===== config.mk =====
export PLATFORM = sky130hd
export DESIGN_NAME = pc_branch_unit
export DESIGN_NICKNAME = d
export VERILOG_FILES = /design/src/rtl/pc_branch_unit.sv
export SDC_FILE = /design/constraint.sdc
export NUM_CORES = 1
export LEC_CHECK = 0
export CORE_MARGIN = 4
export CORE_UTILIZATION = 50
export CTS_CLUSTER_SIZE = 20
export DETAILED_ROUTE_END_ITERATION = 10
export PLACE_DENSITY = 0.82
export SLEW_MARGIN = 10
export SYNTH_ARGS = -nofsm -noshare
export SYNTH_HDL_FRONTEND = slang
export SYNTH_SLANG_ARGS = --single-unit

===== constraint.sdc =====
create_clock -name i_clk -period 4.2 [get_ports i_clk]
set_input_delay 1.26 -clock i_clk [delete_from_list [all_inputs] [get_ports i_clk]]
set_output_delay 1.26 -clock i_clk [all_outputs]
set_load 0.02 [all_outputs]

===== src/rtl/pc_branch_unit.sv =====
// Program counter and conditional-branch stage: holds the PC, assembles a two-byte
// jump target from the data bus and commits it when the selected ALU flag condition holds.
module pc_branch_unit #(
  parameter int          PC_WIDTH     = 16,
  parameter logic [15:0] RESET_VECTOR = 16'h0000
) (
  input  logic                i_clk,
  input  logic                i_nReset,
  input  logic [7:0]          i_bus,
  output logic [7:0]          o_bus,
  output logic                o_busNOE,
  input  logic                i_flagNegative,
  input  logic                i_flagZero,
  input  logic                i_flagOverflow,
  input  logic                i_flagCarry,
  input  logic                i_ctrlPcNOE,
  input  logic                i_ctrlPcHiSel,
  input  logic                i_ctrlPcInc,
  input  logic                i_ctrlJmpLoNWE,
  input  logic                i_ctrlJmpHiNWE,
  input  logic                i_ctrlJmpNEn,
  input  logic [2:0]          i_ctrlJmpCond,
  output logic [PC_WIDTH-1:0] o_pc,
  output logic                o_jumpTaken,
  output logic                o_jumpFault
);

  // State encoding is {loValid, hiValid}
  typedef enum logic [1:0] {
    EMPTY = 2'b00,
    HI    = 2'b01,
    LO    = 2'b10,
    FULL  = 2'b11
  } state_t;

  state_t              state_q, state_d;
  logic [PC_WIDTH-1:0] pc_q, pc_d;
  logic [PC_WIDTH-1:0] target_q, target_d;
  logic                taken_q, taken_d;
  logic                fault_q, fault_d;
  logic                cond_true;
  logic                commit;

  assign commit = ~i_ctrlJmpNEn;

  always_comb begin
    cond_true = 1'b0;
    case (i_ctrlJmpCond)
      3'b000:  cond_true = 1'b1;
      3'b001:  cond_true = i_flagZero;
      3'b010:  cond_true = ~i_flagZero;
      3'b011:  cond_true = i_flagCarry;
      3'b100:  cond_true = ~i_flagCarry;
      3'b101:  cond_true = i_flagNegative;
      3'b110:  cond_true = i_flagNegative ^ i_flagOverflow;
      default: cond_true = i_flagOverflow;
    endcase
  end

  always_comb begin
    state_d  = state_q;
    target_d = target_q;
    pc_d     = pc_q;
    taken_d  = 1'b0;
    fault_d  = 1'b0;

    if (i_ctrlPcInc) begin
      pc_d = pc_q + 1'b1;
    end

    // A commit consumes the pre-edge target; any same-cycle byte write is dropped
    if (commit) begin
      state_d = EMPTY;
      if (state_q == FULL) begin
        if (cond_true) begin
          pc_d    = target_q;
          taken_d = 1'b1;
        end
      end else begin
        fault_d = 1'b1;
      end
    end else begin
      if (!i_ctrlJmpLoNWE) begin
        target_d[7:0] = i_bus;
      end
      if (!i_ctrlJmpHiNWE) begin
        target_d[15:8] = i_bus;
      end
      state_d = state_t'({state_q[1] | ~i_ctrlJmpLoNWE,
                          state_q[0] | ~i_ctrlJmpHiNWE});
    end
  end

  always_ff @(posedge i_clk) begin
    if (!i_nReset) begin
      state_q  <= EMPTY;
      pc_q     <= RESET_VECTOR;
      target_q <= '0;
      taken_q  <= 1'b0;
      fault_q  <= 1'b0;
    end else begin
      state_q  <= state_d;
      pc_q     <= pc_d;
      target_q <= target_d;
      taken_q  <= taken_d;
      fault_q  <= fault_d;
    end
  end

  assign o_pc        = pc_q;
  assign o_jumpTaken = taken_q;
  assign o_jumpFault = fault_q;
  assign o_bus       = i_ctrlPcHiSel ? pc_q[15:8] : pc_q[7:0];
  assign o_busNOE    = i_ctrlPcNOE;

endmodule


-- Word level (Yosys, flattened, before mapping)
Cells that the tools add are included.
Widths: inputs -> output; s select.
- output and inout bits: 27
- logic and storage cells: 37
- flip-flop bits (word level): 36
- add/subtract/negate cells: 1
- bitwise gates (word level): 9
- mux-type cells: 8
- reductions and logical operators: 6
- equal/unequal tests: 7
- operators with widths (kind ; number):
    $mux 16 ; 4
    $add 16x1->16 const B ; 1
    $eq 3x3->1 const B ; 3
    $mux 8 ; 1
    $pmux 1 s7 ; 1
    $eq 3x2->1 const B ; 2
    $not 1->1 ; 6
    $reduce_and 2->1 ; 3
    $eq 3x1->1 const B ; 1
    $logic_not 3->1 ; 1
    $reduce_or 3->1 ; 1
    $eq 2x2->1 const B ; 1
    $mux 1 ; 2
    $or 1x1->1 ; 2
    $reduce_or 2->1 ; 1
    $xor 1x1->1 ; 1

-- Logic depth before layout (Yosys ltp)
- depth after elaboration: 5
- gate-level depth with buffers: 8
- mapped depth without buffers: 6

-- Worst setup path before layout
No wires, ideal clock.
- path type: input to output
- from: input port i_ctrlPcHiSel
- to: output port o_bus[0]
- arrival time: 1.951 ns
- path slack: 0.989 ns
- required time: 2.940 ns
- buffers on the path: 1
- stages on the path: 2
- cell sequence: clkbuf_1 > mux2_2
- longest elaborated chain between the ends: 1
- ends and longest elaborated chain (element ; line ; text):
    start: declaration ; 17 ; input logic i_ctrlPcHiSel,
    $mux 8 ; 113 ; assign o_bus = i_ctrlPcHiSel ? pc_q[15:8] : pc_q[7:0];
    end: declaration ; 10 ; output logic [7:0] o_bus,
Every way passes these cells.

-- Final worst setup path
- from: input port i_ctrlPcHiSel
- to: output port o_bus[6]
The elaborated chain is that of the path after synthesis.

==> results.cfg <==
[status]
status = completed

[final_layout]
drive_gt1_share_pct = 8.51
n_antenna_cell = 0
final_cell_mix = 47 x clkdlybuf4s50_1, 36 x dfxtp_1, 18 x mux2i_1, 18 x nor2_1, 16 x o21ai_0
layout_commonest_cell = clkdlybuf4s50_1
layout.cells.non_filler = 281
fin_nets = 258
syn_to_final_growth_pct = 31.6

[routing]
drtIter0Drc = 137
drt_pre_antenna_iters = 4
dr_total_vias = 1563
antenna_left = 0
wire_per_inst_microns = 14.1
drc = 0
wirelength_mm = 3.98
drt-vias-per-instance = 5.56

[clocking]
cts_hold_buffers = 0
numCtsBuffers = 5
postCtsSetupBuffers = 0
cts.sinks = 36
clk_path_buf_depth = 2
cts-resized-gates = 0
path_clk_slew_ps = 110
cts-root-buf = clkbuf_4
cts_tree = built
htreeDepth = 2
clkLatencyLatePin_ps = 330

[grt]
grt_pass1_wl_mm = 6.68
antenna_found_initial = 0
track_usage_pct = 19.5
grt_pass1_vias = 1409
grt_max_degree = 19
grt_remaining_overflow = 0

[placed_design]
dp.cells = 273
gp_congestion = 0.943
dp_hpwl_mm = 2.87
port-buffer-count = 47
pre_cts_ws_ps = 56.4

[power_and_ir_drop]
p_int_w = 0.000527
clock_power_share_pct = 34.1
p_switching_w = 0.000163
swShare_pct = 23.6
p_per_area_mw_per_mm2 = 294
power_frac_comb_pct = 13.1
ir_drop_v = 0.000208
leakage_nw = 0.985
seq_power_share_pct = 52.8

[timing]
final.setup.tns_ps = 0
relSlewSlack_pct = 57.6
whs_ps = 455
setup_violations = 0
drv_slew = 0
period_share_pct = 98.6
rsz0062_at_grt = no
period_minus_slack_ps = 4140
worst_slack_ps = 60.6
timing.final.hold_violations = 0
worst_pin_slew_ps = 635
max_clock_freq_mhz = 242
fin_worst_skew_ps = 11.6

[logic_synthesis]
syn_area_per_cell_sq_um = 9.45
synth_area_sq_mm = 0.00179
yosys_register_bits = 36
yosys.area.top_type = dfxtp_1
synth_cell_types = 36
synth_top_area_share_pct = 40.4
syn_nets = 213
synth_seq_area_share_pct = 40.4
yosys_warnings = 0
synth_area_leaders = dfxtp_1 40%, mux2i_1 10%, o211a_1 8.4%, mux2_2 5.0%, xnor2_1 4.9%
syn_inst = 189

[worst_setup_path]
reg2reg_setup_slack_ps = 2420
cp_cell_sequence = clkdlybuf4s50_1 > mux2_2 > clkdlybuf4s50_1
rr_worst_depth = 5
worst-path-buf-inv = 2
reg2reg_from = o_pc[2]
critPathLaunchType = input port
cp_common_cell = clkdlybuf4s50_1
r2r-end = o_pc[11]
required_ps = 2940
crit_type = input port to primary output
cp_slowest_stage_delay_ps = 690
cp_slowest_cell = clkdlybuf4s50_1
cp-end-kind = primary output
worstPathMaxFanout = 8
crit_family = buffers and inverters
arrival_ps = 2880

[floorplan]
core_sq_mm = 0.00339
core.rowCount = 21
initial_utilization_pct = 52.7
io-pin-count = 50
die-height_microns = 67.8
die_w_microns = 67.8
dieArea_sq_mm = 0.00459

[flow_run]
max-cap-violations = 0

[hold_path]
worstHoldStart = state_q[1]
min_delay_path_depth = 2
hold_class = flop to flop
holdPathEnd = state_q[1]
power by group through the flow:
| stage | combinational (W) | sequential [W] | clock [W] |
|---|---|---|---|
| after floorplan | 0.0000460 | 0.000373 | 0 |
| after global placement | 0.0000895 | 0.000372 | 0 |
| after detailed placement | 0.0000907 | 0.000372 | 0 |
| after CTS | 0.0000915 | 0.000364 | 0.000239 |
| after global routing | 0.000100 | 0.000367 | 0.000257 |
| final | 0.0000904 | 0.000365 | 0.000235 |
Yosys cell counts:
cell type / instances
a211oi_1: 1
nor4_1: 5
nand2_1: 7
and2_1: 1
or3_1: 1
xnor2_1: 10
a21oi_1: 3
buf_2: 2
buf_6: 1
a41oi_1: 1
dfxtp_1: 36
clkbuf_1: 8
clkinv_1: 1
nor2_1: 18
nor3b_1: 1
nand2b_1: 2
nor3_1: 1
a311oi_1: 1
xor2_1: 5
o31ai_1: 1
or2_1: 1
nand3_1: 4
buf_4: 1
and3_1: 1
ha_1: 1
buf_1: 1
inv_1: 3
nand4_1: 7
o211a_1: 15
and4_1: 2
nor2b_1: 3
o21ai_1: 1
mux2_2: 8
mux2i_1: 18
buf_8: 1
o21ai_0: 16
registers in the layout (all words and copies together), names as in the netlist:
signal,cells
o_pc,16
target_q,16
state_q,2
o_jumpFault,1
o_jumpTaken,1
per-stage QoR:
stage / area [sq um] / util [%] / power (W)
after floorplan: 1790 / - / 0.000419
after global placement: 2270 / 67.1 / 0.000462
after detailed placement: 2270 / 67.1 / 0.000463
after CTS: 2350 / 69.3 / 0.000695
after global routing: 2350 / 69.3 / 0.000724
final: 2350 / 69.3 / 0.000690
area by class of cell:
type	instances	area (sq um)
clock inverters	2	35.0
multi-input cells	135	972
repair buffers	52	508
fillers	270	1040
inverters	4	15.0
flip-flops and latches	36	721
well taps	46	57.6
clock buffers	6	41.3
worst reg2reg max path: stages, from the launching register on:
cell and delay [ps]:
dfxtp_1 480, nand4_1 330, nor4_1 440, xnor2_1 170
o21ai_0 110, o211a_1 140
routing by layer:
layer / routed length, microns / global-route usage [%]
met5: 0 / 0
met1: 1950 / 28.0
met3: 226 / 4.66
met2: 1750 / 29.0
met4: 50 / 5.32
worst max-delay path by stage:
stage                        startpoint       end  slack, ps  cells after the start
final                     i_ctrlPcHiSel  o_bus[6]         60                      3
after global placement    i_ctrlPcHiSel  o_bus[5]         90                      3
after floorplan           i_ctrlPcHiSel  o_bus[0]        990                      2
after CTS                 i_ctrlPcHiSel  o_bus[6]         50                      3
after global routing      i_ctrlPcHiSel  o_bus[1]         10                      3
after detailed placement  i_ctrlPcHiSel  o_bus[6]         60                      3
kinds of logic after synthesis:
family | share of synthesized area [%]
and+or+nand+nor | 15.4
AOI/OAI and AO/OA | 15.8
DFF | 40.4
muxes | 15.1
buffers and inverters | 5.19
xor gates and xnor gates | 7.36
adders and majority gates | 0.701
(Power assumes the default switching activity.)
